<file path="src/rtl/isa_pkg.sv">
// Shared ISA definitions for the fetch and decode stages: opcode map,
// instruction width and the fetch controller state type.
package isa_pkg;

    localparam int INSTR_W = 16;

    localparam logic [3:0] OP_ADD      = 4'h0;
    localparam logic [3:0] OP_SUB      = 4'h1;
    localparam logic [3:0] OP_AND      = 4'h2;
    localparam logic [3:0] OP_OR       = 4'h3;
    localparam logic [3:0] OP_LOAD     = 4'h8;
    localparam logic [3:0] OP_STORE    = 4'h9;
    localparam logic [3:0] OP_BRANCH   = 4'hC;
    localparam logic [3:0] OP_JUMP     = 4'hD;
    localparam logic [3:0] HALT_OPCODE = 4'hF;

    typedef enum logic [1:0] {
        RUN,
        STALLED,
        HALTED
    } fetch_state_t;

    function automatic logic is_halt_op(input logic [3:0] opcode);
        return opcode == HALT_OPCODE;
    endfunction

endpackage

</file>
<file path="src/rtl/fetch_stage_if.sv">
// Fetch-stage bus: instruction-memory request/response plus the decode-side
// instruction, stall, redirect and halt signals.
interface fetch_stage_if #(
    parameter int N      = isa_pkg::INSTR_W,
    parameter int ADDR_W = 16
);
    logic              imem_en;
    logic [ADDR_W-1:0] imem_addr;
    logic [N-1:0]      imem_data;
    logic              stall;
    logic              redirect_valid;
    logic [ADDR_W-1:0] redirect_pc;
    logic [N-1:0]      instruction;
    logic [ADDR_W-1:0] instr_pc;
    logic              instr_valid;
    logic              halted;

    modport master (
        output imem_en, imem_addr, instruction, instr_pc, instr_valid, halted,
        input  imem_data, stall, redirect_valid, redirect_pc
    );

    modport slave (
        input  imem_en, imem_addr, instruction, instr_pc, instr_valid, halted,
        output imem_data, stall, redirect_valid, redirect_pc
    );
endinterface

</file>
<file path="src/rtl/fetch_hold_buf.sv">
// Single-entry hold register that parks the presented instruction while
// decode is stalled. Clear wins over load.
module fetch_hold_buf
    import isa_pkg::*;
#(
    parameter int N      = INSTR_W,
    parameter int ADDR_W = 16
) (
    input  logic              clk,
    input  logic              rst,
    input  logic              load,
    input  logic              clear,
    input  logic [N-1:0]      d_instr,
    input  logic [ADDR_W-1:0] d_pc,
    output logic              valid,
    output logic [N-1:0]      instr,
    output logic [ADDR_W-1:0] pc
);

    logic              hold_valid_q, hold_valid_d;
    logic [N-1:0]      hold_q, hold_d;
    logic [ADDR_W-1:0] hold_pc_q, hold_pc_d;

    always_comb begin
        hold_valid_d = hold_valid_q;
        hold_d       = hold_q;
        hold_pc_d    = hold_pc_q;
        if (clear) begin
            hold_valid_d = 1'b0;
        end else if (load) begin
            hold_valid_d = 1'b1;
            hold_d       = d_instr;
            hold_pc_d    = d_pc;
        end
    end

    always_ff @(posedge clk or posedge rst) begin
        if (rst) begin
            hold_valid_q <= 1'b0;
            hold_q       <= '0;
            hold_pc_q    <= '0;
        end else begin
            hold_valid_q <= hold_valid_d;
            hold_q       <= hold_d;
            hold_pc_q    <= hold_pc_d;
        end
    end

    assign valid = hold_valid_q;
    assign instr = hold_q;
    assign pc    = hold_pc_q;

endmodule

</file>
<file path="src/rtl/fetch_stage.sv">
// Instruction fetch stage: owns the PC, drives a 1-cycle synchronous imem and
// presents instructions to decode. FETCH_PERF_COUNTERS_EN adds perf counters.
module fetch_stage
    import isa_pkg::*;
#(
    parameter int                N        = INSTR_W,
    parameter int                ADDR_W   = 16,
    parameter logic [ADDR_W-1:0] RESET_PC = '0
) (
    input  logic clk,
    input  logic rst,
`ifdef FETCH_PERF_COUNTERS_EN
    output logic [31:0] perf_fetched,
    output logic [31:0] perf_stall_cycles,
`endif
    fetch_stage_if.master bus
);

    fetch_state_t      state_q, state_d;
    logic [ADDR_W-1:0] pc_q, pc_d;
    logic              f_valid_q, f_valid_d;
    logic [ADDR_W-1:0] f_pc_q, f_pc_d;

    logic              hold_valid, hold_load, hold_clear;
    logic [N-1:0]      hold_instr;
    logic [ADDR_W-1:0] hold_pc;

    logic [N-1:0]      sel_instr;
    logic [ADDR_W-1:0] sel_pc;
    logic              instr_valid, consume, halt_consumed;
    logic              issue;
    logic [ADDR_W-1:0] issue_addr;

    fetch_hold_buf #(.N(N), .ADDR_W(ADDR_W)) u_hold (
        .clk     (clk),
        .rst     (rst),
        .load    (hold_load),
        .clear   (hold_clear),
        .d_instr (bus.imem_data),
        .d_pc    (f_pc_q),
        .valid   (hold_valid),
        .instr   (hold_instr),
        .pc      (hold_pc)
    );

    always_comb begin
        sel_instr     = hold_valid ? hold_instr : bus.imem_data;
        sel_pc        = hold_valid ? hold_pc : f_pc_q;
        instr_valid   = (hold_valid | f_valid_q) & ~bus.redirect_valid & (state_q != HALTED);
        consume       = instr_valid & ~bus.stall;
        halt_consumed = consume & is_halt_op(sel_instr[N-1 -: 4]);
    end

    always_comb begin
        state_d    = state_q;
        pc_d       = pc_q;
        f_valid_d  = f_valid_q;
        f_pc_d     = f_pc_q;
        hold_load  = 1'b0;
        hold_clear = 1'b0;
        issue      = 1'b0;
        issue_addr = pc_q;

        if (bus.redirect_valid) begin
            // Redirect beats stall and halt; the in-flight word is squashed.
            issue      = 1'b1;
            issue_addr = bus.redirect_pc;
            hold_clear = 1'b1;
            f_valid_d  = 1'b1;
            f_pc_d     = bus.redirect_pc;
            pc_d       = bus.redirect_pc + ADDR_W'(1);
            state_d    = RUN;
        end else begin
            case (state_q)
                RUN, STALLED: begin
                    // Releasing a stall consumes the hold and issues the next PC together.
                    issue     = ~bus.stall;
                    f_valid_d = issue;
                    if (issue) begin
                        pc_d   = pc_q + ADDR_W'(1);
                        f_pc_d = pc_q;
                    end
                    if (halt_consumed) begin
                        f_valid_d  = 1'b0;
                        hold_clear = 1'b1;
                        state_d    = HALTED;
                    end else if (bus.stall && instr_valid) begin
                        hold_load = ~hold_valid;
                        state_d   = STALLED;
                    end else begin
                        hold_clear = consume;
                        state_d    = RUN;
                    end
                end
                HALTED: begin
                    f_valid_d = 1'b0;
                end
                default: begin
                    state_d = RUN;
                end
            endcase
        end
    end

    always_ff @(posedge clk or posedge rst) begin
        if (rst) begin
            state_q   <= RUN;
            pc_q      <= RESET_PC;
            f_valid_q <= 1'b0;
            f_pc_q    <= '0;
        end else begin
            state_q   <= state_d;
            pc_q      <= pc_d;
            f_valid_q <= f_valid_d;
            f_pc_q    <= f_pc_d;
        end
    end

    assign bus.imem_en     = issue & ~rst;
    assign bus.imem_addr   = issue_addr;
    assign bus.instruction = (hold_valid | f_valid_q) ? sel_instr : '0;
    assign bus.instr_pc    = sel_pc;
    assign bus.instr_valid = instr_valid;
    assign bus.halted      = (state_q == HALTED);

`ifdef FETCH_PERF_COUNTERS_EN
    logic [31:0] perf_fetched_q, perf_fetched_d;
    logic [31:0] perf_stall_q, perf_stall_d;

    always_comb begin
        perf_fetched_d = perf_fetched_q + 32'(consume);
        perf_stall_d   = perf_stall_q + 32'(bus.stall & instr_valid);
    end

    always_ff @(posedge clk or posedge rst) begin
        if (rst) begin
            perf_fetched_q <= '0;
            perf_stall_q   <= '0;
        end else begin
            perf_fetched_q <= perf_fetched_d;
            perf_stall_q   <= perf_stall_d;
        end
    end

    assign perf_fetched      = perf_fetched_q;
    assign perf_stall_cycles = perf_stall_q;
`endif

endmodule
</file>
<file path="src/flat_wrapper.sv">
// flat-port wrapper written by rule: the top's interface ports become plain ports
module fetch_stage_flat import isa_pkg::*;
#(
    parameter int                N        = INSTR_W,
    parameter int                ADDR_W   = 16,
    parameter logic [ADDR_W-1:0] RESET_PC = '0
)
  (clk, rst, bus_imem_en, bus_imem_addr, bus_instruction, bus_instr_pc, bus_instr_valid, bus_halted, bus_imem_data, bus_stall, bus_redirect_valid, bus_redirect_pc);
  fetch_stage_if #(.N(N), .ADDR_W(ADDR_W)) bus_i ();
  input  logic clk;
  input  logic rst;
  output wire logic [$bits(bus_i.imem_en)-1:0] bus_imem_en;
  output wire logic [$bits(bus_i.imem_addr)-1:0] bus_imem_addr;
  output wire logic [$bits(bus_i.instruction)-1:0] bus_instruction;
  output wire logic [$bits(bus_i.instr_pc)-1:0] bus_instr_pc;
  output wire logic [$bits(bus_i.instr_valid)-1:0] bus_instr_valid;
  output wire logic [$bits(bus_i.halted)-1:0] bus_halted;
  input wire logic [$bits(bus_i.imem_data)-1:0] bus_imem_data;
  input wire logic [$bits(bus_i.stall)-1:0] bus_stall;
  input wire logic [$bits(bus_i.redirect_valid)-1:0] bus_redirect_valid;
  input wire logic [$bits(bus_i.redirect_pc)-1:0] bus_redirect_pc;
  assign bus_imem_en = bus_i.imem_en;
  assign bus_imem_addr = bus_i.imem_addr;
  assign bus_instruction = bus_i.instruction;
  assign bus_instr_pc = bus_i.instr_pc;
  assign bus_instr_valid = bus_i.instr_valid;
  assign bus_halted = bus_i.halted;
  assign bus_i.imem_data = bus_imem_data;
  assign bus_i.stall = bus_stall;
  assign bus_i.redirect_valid = bus_redirect_valid;
  assign bus_i.redirect_pc = bus_redirect_pc;
  fetch_stage #(.N(N), .ADDR_W(ADDR_W), .RESET_PC(RESET_PC)) u_core (.clk(clk), .rst(rst), .bus(bus_i));
endmodule
</file>
<file path="config.mk">
export PLATFORM = sky130hd
export DESIGN_NAME = fetch_stage_flat
export DESIGN_NICKNAME = d
export VERILOG_FILES = /design/src/rtl/isa_pkg.sv /design/src/rtl/fetch_stage_if.sv /design/src/rtl/fetch_hold_buf.sv /design/src/rtl/fetch_stage.sv /design/src/flat_wrapper.sv
export SDC_FILE = /design/constraint.sdc
export NUM_CORES = 1
export LEC_CHECK = 0
export ABC_AREA = 1
export CORE_ASPECT_RATIO = 1.2
export CORE_MARGIN = 5
export CORE_UTILIZATION = 56
export CTS_BUF_LIST = sky130_fd_sc_hd__clkbuf_8
export CTS_CLUSTER_DIAMETER = 150
export DETAILED_ROUTE_END_ITERATION = 8
export GPL_ROUTABILITY_DRIVEN = 0
export PLACE_DENSITY_LB_ADDON = 0.3
export SYNTH_ARGS = -nofsm -noshare
export SYNTH_HDL_FRONTEND = slang
export SYNTH_SLANG_ARGS = --single-unit
export TNS_END_PERCENT = 100
</file>
<file path="constraint.sdc">
create_clock -name clk -period 6.34 [get_ports clk]
set_input_delay 1.268 -clock clk [delete_from_list [all_inputs] [get_ports clk]]
set_output_delay 1.268 -clock clk [all_outputs]
set_load 0.005 [all_outputs]
</file>
Word level (Yosys, flattened, before mapping)
Cells that the tools add are included.
Operators by class
  reductions and logical operators: 8
  equal/unequal tests: 6
  bitwise gates (word level): 11
  muxes and demuxes: 29
  add/subtract/negate cells: 2
Operator list (number)
  $mux 16: 10
  $add 16x1->16 const B: 2
  $mux 1: 15
  $and 1x1->1: 5
  $not 1->1: 5
  $eq 4x4->1 const B: 1
  $mux 2: 2
  $ne 2x1->1 const B: 2
  $pmux 2 s2: 1
  $reduce_and 2->1: 2
  $reduce_bool 2->1: 2
  $reduce_bool 3->1: 1
  $eq 2x1->1 const B: 1
  $eq 2x2->1 const B: 1
  $logic_not 2->1: 1
  $ne 2x2->1 const B: 1
  $pmux 1 s2: 1
  $reduce_or 2->1: 1
  $logic_and 1x1->1: 1
  $or 1x1->1: 1
Word-level totals
  logic and storage cells: 63
  register bits after elaboration: 68
  input bits: 36

Longest topological paths before layout
Gate-level depths: netlist of the first run.
  word-level depth: 10
  depth in mapped cells: 10

Modules after synthesis
Synthesis of the first run repeated with hierarchy kept, for this count alone.
Second synthesis, totals
  cells, all modules: 533
  area, all modules: 3947.5 um2
Modules (own cells, without submodules)
  fetch_stage: seq. area each 875.8 um2, times used 1, cells an instance 389, area each 2616.3 um2
  fetch_hold_buf: seq. area each 825.8 um2, times used 1, cells an instance 144, area each 1331.3 um2

Least setup slack after synthesis of the first run
No wires, ideal clock.
  path type: input -> output
  from: input port bus_redirect_valid
  to: output port bus_imem_en
  stages: 5
  path buffers: 3
  arrival time: 1.979 ns
  required time: 5.072 ns
  setup slack: 3.093 ns
  cell sequence: buf_6 nor2_1 buf_2 buf_2 nor2_1
Between the ends
  word-level cells in the longest chain between the ends: 2
Ends and longest elaborated chain
  start, declared: RTL line flat_wrapper.sv:20  | input wire logic [$bits(bus_i.redirect_valid)-1:0] bus_redirect_valid;
  $mux 1: RTL line fetch_stage.sv:64  | if (bus.redirect_valid) begin
  $and 1x1->1: RTL line fetch_stage.sv:119  | assign bus.imem_en = issue & ~rst;
  end, declared: RTL line flat_wrapper.sv:12  | output wire logic [$bits(bus_i.imem_en)-1:0] bus_imem_en;
Every way passes these cells.

Worst setup path after layout of the first run
  from: input port bus_redirect_valid
  to: output port bus_imem_addr[6]
Between the ends
  word-level cells in the longest chain between the ends: 1
Ends and longest elaborated chain
  $mux 16: RTL line fetch_stage.sv:64
  end, declared: RTL line flat_wrapper.sv:13  | output wire logic [$bits(bus_i.imem_addr)-1:0] bus_imem_addr;
Every way passes these cells.

==> flow_summary.toml, run 1 <==
[timing]
setup_ws_ns = 1.33
hold_slack_ns = 0.475
fin_crit_sh = 0.789
slew_headroom = 0.369
fin_skew_ns = 0.0104
hold_viol_final = 0
slew_viol_final = 0
worst_pin_slew_ns = 0.943
setup_viol = 0
grt_setup_unrepaired = "no"
max_freq_mhz = 200
final.setup.tns_ns = 0
period_needed_ns = 5.01

[synth]
synth_fa_ha_area_frac = 0.00341
synth_compound_area_frac = 0.124
synth_ff_type = "dfrtp_1"
ys_types = 32
syn-num-nets = 528
synth_top_family_by_area = "simple AND/OR/NAND/NOR gates"
syn_inst = 491
syn_avg_cell_area_um2 = 7.47
syn_area_um2 = 3670
yosysSeqAreaShare = 0.464
synth_xor_area_frac = 0.00239
ys_warn_count = 0
async_reset_ff_frac = 1.00
yosys.area_share.simple = 0.310
ys_ff_latch = 68
muxShareOfSynthArea = 0
synth_enable_flop_cells = 0

[setup_path]
worst-path-max-fanout = 20
regToRegSetupSlack_ns = 3.37
crit_path_start_kind = "input port"
reg2reg_from = "u_core.u_hold.valid"
arrival_ns = 3.74
crit_required_ns = 5.07
rr_worst_depth = 8
critPathKind = "in2out"
regToRegEndpoint = "u_core.u_hold.pc[10]"
end_kind = "output port"

[drt]
wl_per_cell_um = 13.1
met2_length_mm = 4.08
via_per_inst = 5.14
drc = 0
wl_met1_mm = 3.94
wl_met3_um = 457
via_count = 3380
drtIter0Drc = 175
drt_wl_total_mm = 8.59
dr.pass1.iters = 5
highest-signal-layer = "met4"
detail-route-antenna-nets = 0

[floorplan]
start_util = 0.572
fp.dieH_um = 98.7
core_area_um2 = 6410
dieWidth_um = 83.9
pin_count = 87
die_area_um2 = 8270
num_rows = 32

[global_routing]
grt_use_total = 0.217
grt_overflow = 0
grt_max_degree = 69
grt_pass1_vias = 3140
antenna_found_initial = 0
grt_pass1_wl_mm = 14.9

[clock_network]
holdBufCountCts = 0
cts_resized = 0
clk_latency_ns = 0.33
clkTransAtPathRegs_ns = 0.07
cts_htree_levels = 3
clkSinkCount = 68
cts_buffer_depth = 2
post_cts_buffers = 0
clockRootBuffer = "clkbuf_8"
cts_tree = "done"
numCtsBuffers = 9

[hold_path]
hold_path_class = "reg2reg"
hold_start = "u_core.u_hold.instr[2]"
min_to = "u_core.u_hold.instr[2]"
hold_depth = 2

[placed_design]
dp_hpwl_mm = 5.99
dpl_cell_area_um2 = 4520
dp_cells = 642
pre_cts_ws_ns = 1.34
portBuffers = 86

[cells_and_area]
syn_to_final_growth_pct = 29.5
n_antenna_cell = 0
nets = 605
post-route-cell-area_um2 = 4750
layout-drive-gt1-share = 0.0908
postLayoutCoreUtil = 0.741
layout_commonest_cell = "nand2_1"
finalNonFillerCells = 658
layout_common_cells = "nand2_1, clkdlybuf4s50_1, dfrtp_1"

[power_and_ir_drop]
peakVddDrop_mv = 0.180
power_mw = 1.30
power.density_nw_per_um2 = 274
p_leak_nw = 2.32

[run_status]
outcome = "complete, no violations"

[flow_run]
maxCapViolCount = 0
==> power by group <==
| group | switching, mW | internal (mW) | total, mW | leakage [nW] |
|---|---|---|---|---|
| sequential | 0.0393 | 0.514 | 0.554 | 0.841 |
| combinational | 0.186 | 0.168 | 0.354 | 1.37 |
| clock | 0.164 | 0.231 | 0.396 | 0.105 |
| total | 0.390 | 0.913 | 1.30 | 2.32 |
==> routing by layer <==
layer / GRT usage / vias up
met1: 0.301 / 1563
met3: 0.0334 / 10
li1: - / 1695
met4: 0.0718 / 0
met5: 0 / -
met2: 0.350 / 112
==> kinds of logic (layout without fill, tap and decap cells) <==
kind of cell	after synthesis	count (layout)
and+or+nand+nor	256	256
xor gates and xnor gates	1	1
adders and majority gates	1	1
DFF	68	68
buffers and inverters	82	164
AOI/OAI and AO/OA	83	83
==> Yosys cell counts, types with 2 or more instances <==
library cell | instances | area [um2]
a21oi_1 | 15 | 75.1
buf_2 | 11 | 55.1
nand2_4 | 4 | 45.0
o21ai_1 | 24 | 120
nor2_8 | 2 | 40.0
o211ai_1 | 2 | 15.0
buf_6 | 2 | 22.5
nor2_1 | 50 | 188
nand2_1 | 152 | 571
nor2_2 | 5 | 31.3
nand3_1 | 21 | 105
nand2_2 | 9 | 56.3
buf_4 | 2 | 15.0
nand4_1 | 9 | 56.3
o21ai_2 | 3 | 26.3
clkbuf_1 | 7 | 26.3
o21ai_0 | 34 | 170
inv_2 | 5 | 18.8
dfrtp_1 | 68 | 1700
inv_1 | 53 | 199
o21bai_1 | 2 | 15.0
==> state kept, by name, summed over array words and instances (netlist names) <==
| signal | cells |
|---|---|
| u_core.u_hold.instr | 16 |
| u_core.f_valid_q | 1 |
| u_core.state_q | 2 |
| u_core.f_pc_q | 16 |
| u_core.u_hold.valid | 1 |
| u_core.u_hold.pc | 16 |
| u_core.pc_q | 16 |
==> worst max-delay path, stage by stage <==
cell	delay, ns
clkdlybuf4s50_1	1.09
inv_2	0.37
nand2_1	0.17
nand2_1	0.13
inv_1	0.17
clkdlybuf4s50_1	0.53
==> worst max-delay path by stage <==
stage,slack [ns],to,cells after the start,from
global route,1.15,bus_imem_addr[6],6,bus_redirect_valid
detailed placement,1.34,bus_imem_addr[6],6,bus_redirect_valid
floorplan,3.09,bus_imem_en,5,bus_redirect_valid
CTS,1.32,bus_imem_addr[6],6,bus_redirect_valid
finish,1.33,bus_imem_addr[6],6,bus_redirect_valid
global placement,1.43,bus_imem_addr[6],6,bus_redirect_valid
==> area by class of cell <==
class                      count  area [um2]
sequential                    68        1700
fill                         507        1660
multi-input combinational    341        1610
timing repair buffer          89         883
inverter                      59         221
clock buffer                  10         138
tap                           85         106
clock inverter                 6        87.6
(Power assumes the default switching activity.)
==> run 2, diff against run 1 <==
--- a/config.mk
+++ b/config.mk
@@ -8,7 +8,7 @@
 export ABC_AREA = 1
 export CORE_ASPECT_RATIO = 1.2
 export CORE_MARGIN = 5
-export CORE_UTILIZATION = 56
+export CORE_UTILIZATION = 52
 export CTS_BUF_LIST = sky130_fd_sc_hd__clkbuf_8
 export CTS_CLUSTER_DIAMETER = 150
 export DETAILED_ROUTE_END_ITERATION = 8
==> constraint.sdc (replaced) <==
create_clock -name clk -period 5 [get_ports clk]
set_input_delay 1 -clock clk [delete_from_list [all_inputs] [get_ports clk]]
set_output_delay 1 -clock clk [all_outputs]
set_load 0.005 [all_outputs]
==> flow_summary.toml, run 2 (synthesis results as in run 1) <==
[clock_network]
clockRootBuffer = "clkbuf_8"
holdBufCountCts = 0
cts_resized = 0
cts_tree = "done"
clkTransAtPathRegs_ns = 0.07
numCtsBuffers = 9
clk_latency_ns = 0.33
cts_buffer_depth = 2
clkSinkCount = 68
cts_htree_levels = 3
post_cts_buffers = 0

[flow_run]
maxCapViolCount = 0

[floorplan]
pin_count = 87
dieWidth_um = 86.7
die_area_um2 = 8840
core_area_um2 = 6850
fp.dieH_um = 102
start_util = 0.535
num_rows = 33

[placed_design]
portBuffers = 86
dp_hpwl_mm = 6.14

[drt]
met2_length_mm = 4.23
wl_per_cell_um = 13.3
via_per_inst = 5.16
detail-route-antenna-nets = 0
wl_met3_um = 535
via_count = 3412
drt_wl_total_mm = 8.79
drtIter0Drc = 228
drc = 0
highest-signal-layer = "met4"
dr.pass1.iters = 5
wl_met1_mm = 3.91

[setup_path]
crit_path_start_kind = "input port"
critPathKind = "in2out"
rr_worst_depth = 9
reg2reg_from = "u_core.u_hold.valid"
crit_required_ns = 4.00
slowest_stage = "clkdlybuf4s50_1"
arrival_ns = 2.89
regToRegSetupSlack_ns = 2.72
path_buf_inv = 5
worst-path-max-fanout = 20
regToRegEndpoint = "u_core.u_hold.pc[10]"
max_stage_delay_ns = 0.53
critical-path-top-delay-family = "buffers and inverters"
path_cells = "clkdlybuf4s50_1, buf_4, inv_2, nand2_1, nand2_1, inv_1, clkdlybuf4s50_1"
end_kind = "output port"

[hold_path]
hold_path_class = "reg2reg"
min_to = "u_core.u_hold.instr[7]"
hold_depth = 2
hold_start = "u_core.u_hold.instr[7]"

[timing]
setup_viol = 0
slew_viol_final = 0
period_needed_ns = 3.89
final.setup.tns_ns = 0
slew_headroom = 0.446
grt_setup_unrepaired = "no"
worst_pin_slew_ns = 0.829
fin_skew_ns = 0.00630
max_freq_mhz = 257
fin_crit_sh = 0.777
hold_slack_ns = 0.474
hold_viol_final = 0

[cells_and_area]
n_antenna_cell = 0
fill_cells = 598
layout_commonest_cell = "nand2_1"
nets = 607
layout_common_cells = "nand2_1, clkdlybuf4s50_1, dfrtp_1"
syn_to_final_growth_pct = 29.0
layout-drive-gt1-share = 0.0923

[power_and_ir_drop]
power_mw = 1.57
p_switching_mw = 0.477
power_frac_comb = 0.287
swShare = 0.303
p_leak_nw = 2.32
share_seq_of_total_power = 0.446
clockPowerShare = 0.267
peakVddDrop_mv = 0.169
power.density_nw_per_um2 = 332
p_int_mw = 1.10

[global_routing]
grt_overflow = 0
grt_use_total = 0.205
grt_max_degree = 47
antenna_found_initial = 0
grt_pass1_wl_mm = 14.5
grt_pass1_vias = 3159

[run_status]
outcome = "complete, no violations"
[run 2: changes by cell type in the layout (fill, tap and decap cells not counted)]
cell        before  now
buf_4            3    5
bufinv_16        2    0
clkbuf_8        10   13
clkinvlp_4       3    0
inv_1           52   53
nor2_1          50   49
nor2_2           5    6
[run 2: worst max-delay path by stage]
| stage | from | to | slack, ns | depth (start not counted) |
|---|---|---|---|---|
| 2_1_floorplan | rst | u_core.f_pc_q[0] | 2.29 | 1 |
| 3_3_place_gp | bus_redirect_valid | bus_imem_addr[6] | 1.16 | 7 |
| 3_5_place_dp | bus_redirect_valid | bus_imem_addr[6] | 1.14 | 7 |
| 4_1_cts | bus_redirect_valid | bus_imem_addr[6] | 1.12 | 7 |
| 5_1_grt | bus_redirect_valid | bus_imem_addr[6] | 1.00 | 7 |
| 6_report | bus_redirect_valid | bus_imem_addr[6] | 1.11 | 7 |
[run 2: layout make-up]
| type | count | area (um2) | share of cell area |
|---|---|---|---|
| Clock buffer | 13 | 179 | 0.0378 |
| Clock inverter | 2 | 8.76 | 0.00185 |
| Inverter | 59 | 221 | 0.0468 |
| Multi-Input combinational cell | 341 | 1610 | 0.341 |
| Sequential cell | 68 | 1700 | 0.360 |
| Tap cell | 87 | 109 | 0.0230 |
| Timing Repair Buffer | 91 | 898 | 0.190 |
[run 2: worst reg2reg max path, delay by kind of cell (launching register included)]
kind / cells / cell delay, ns
buffers and inverters: 3 / 1.02
DFF: 1 / 0.39
and+or+nand+nor: 5 / 0.69
AOI/OAI and AO/OA: 1 / 0.11
[run 2: power groups by stage]
stage / combinational, mW / sequential, mW / clock (mW)
2_1_floorplan: 0.259 / 0.697 / 0
3_3_place_gp: 0.440 / 0.705 / 0
3_5_place_dp: 0.452 / 0.709 / 0
4_1_cts: 0.455 / 0.701 / 0.426
5_1_grt: 0.506 / 0.711 / 0.454
6_report: 0.451 / 0.702 / 0.420
[run 2: metrics by stage]
step | area [um2] | util | setup slack, ns | cells
after floorplan | 3670 | - | 2.29 | 491
after global placement | 4540 | 0.663 | 1.16 | 646
after detailed placement | 4540 | 0.663 | 1.14 | 646
after CTS | 4730 | 0.690 | 1.12 | 661
after global routing | 4730 | 0.690 | 1.00 | 661
final | 4730 | 0.690 | 1.11 | 661
[run 2: routing by layer]
layer  vias up  global-route usage
met1      1588               0.270
met5         -                   0
li1       1698                   -
met3        14              0.0435
met4         0              0.0647
met2       112               0.338
==> run 3, diff against run 2 <==
--- a/config.mk
+++ b/config.mk
@@ -8,7 +8,7 @@
 export ABC_AREA = 1
 export CORE_ASPECT_RATIO = 1.2
 export CORE_MARGIN = 5
-export CORE_UTILIZATION = 52
+export CORE_UTILIZATION = 47
 export CTS_BUF_LIST = sky130_fd_sc_hd__clkbuf_8
 export CTS_CLUSTER_DIAMETER = 150
 export DETAILED_ROUTE_END_ITERATION = 8
==> constraint.sdc (replaced) <==
create_clock -name clk -period 3.2 [get_ports clk]
set_input_delay 0.64 -clock clk [delete_from_list [all_inputs] [get_ports clk]]
set_output_delay 0.64 -clock clk [all_outputs]
set_load 0.005 [all_outputs]
==> flow_summary.toml, run 3 (synthesis results as in run 1) <==
[clock_network]
numCtsBuffers = 9
post_cts_buffers = 0
cts_htree_levels = 3
cts_resized = 0
cts_tree = "done"
clkSinkCount = 68
clockRootBuffer = "clkbuf_8"
clk_latency_ns = 0.34
cts_buffer_depth = 2
clkTransAtPathRegs_ns = 0.06
holdBufCountCts = 0

[floorplan]
die_area_um2 = 9680
core_area_um2 = 7660
fp.dieH_um = 107
pin_count = 87
dieWidth_um = 90.6
num_rows = 35
start_util = 0.479

[placed_design]
pre_cts_ws_ns = 0.283
dp_cells = 652
dp_hpwl_mm = 6.15
portBuffers = 86

[setup_path]
crit_required_ns = 2.56
critPathKind = "in2out"
crit_path_start_kind = "input port"
end_kind = "output port"
worst-path-max-fanout = 18
arrival_ns = 2.28

[drt]
drt_wl_total_mm = 8.48
via_count = 3333
drc = 0
detail-route-antenna-nets = 0
wl_per_cell_um = 12.7
via_per_inst = 5.00
dr.pass1.iters = 4
drtIter0Drc = 156

[timing]
fin_skew_ns = 0.00506
hold_viol_final = 0
period_needed_ns = 2.92
grt_setup_unrepaired = "no"
fin_crit_sh = 0.913
max_freq_mhz = 342
worst_pin_slew_ns = 0.704
setup_viol = 0
final.setup.tns_ns = 0
slew_headroom = 0.530
slew_viol_final = 0
setup_ws_ns = 0.279

[global_routing]
grt_pass1_vias = 3120
grt-busiest-layer = "met2"
grt_use_total = 0.184
grt_use_met3 = 0.0526
antenna_found_initial = 0
grt_overflow = 0
grt_pass1_wl_mm = 14.6
grt_use_met2 = 0.292
grt_max_degree = 45
use_met1 = 0.248

[power_and_ir_drop]
power.density_nw_per_um2 = 516
p_leak_nw = 2.34
peakVddDrop_mv = 0.252

[cells_and_area]
nets = 608
postLayoutCoreUtil = 0.623
layout_commonest_cell = "nand2_1"
syn_to_final_growth_pct = 30.1
n_antenna_cell = 0
layout_common_cells = "nand2_1, clkdlybuf4s50_1, dfrtp_1"
layout-drive-gt1-share = 0.0957
finalNonFillerCells = 667

[hold_path]
hold_path_class = "reg2reg"

[run_status]
outcome = "complete, no violations"

[flow_run]
maxCapViolCount = 0
-- run 3: path summary, 6_finish.rpt --
kind	from	endpoint	slack, ns	cells past startpoint
max reg2reg	u_core.state_q[1]	u_core.pc_q[4]	1.21	7
max	bus_redirect_valid	bus_imem_addr[2]	0.28	5
max in group asynchronous	rst	u_core.u_hold.valid	1.79	3
min in group asynchronous	rst	u_core.pc_q[2]	0.76	2
min reg2reg	u_core.u_hold.instr[1]	u_core.u_hold.instr[1]	0.47	2
min	u_core.u_hold.instr[1]	u_core.u_hold.instr[1]	0.47	2
-- run 3: final cells by class --
type,count,area (um2)
Clock buffer,13,179
Clock inverter,2,8.76
Fill cell,653,2890
Inverter,59,221
Multi-Input combinational cell,341,1610
Sequential cell,68,1700
Tap cell,92,115
Timing Repair Buffer,92,931
-- run 3: power by group --
part	switching [mW]	leakage, nW	internal (mW)
registers	0.0819	0.839	1.02
logic	0.360	1.39	0.339
clock network	0.301	0.103	0.358
-- run 3: worst max-delay path, stage by stage --
cell and delay (ns):
clkdlybuf4s50_1 0.46, inv_2 0.31, nand2_1 0.15, nand2_2 0.18
clkdlybuf4s50_1 0.54
-- run 3: routing by layer --
layer,wire length [um],vias to the layer above
li1,-,1694
met1,3910,1548
met2,4020,85
met3,506,6
met4,44,0
met5,0,-
-- run 3: per-stage QoR --
step	area [um2]	hold WS (ns)	total power [mW]
2_1_floorplan	3670	0.443	1.49
3_3_place_gp	4580	0.454	1.80
3_5_place_dp	4580	0.460	1.82
4_1_cts	4770	0.476	2.49
5_1_grt	4770	0.493	2.64
6_report	4770	0.471	2.46
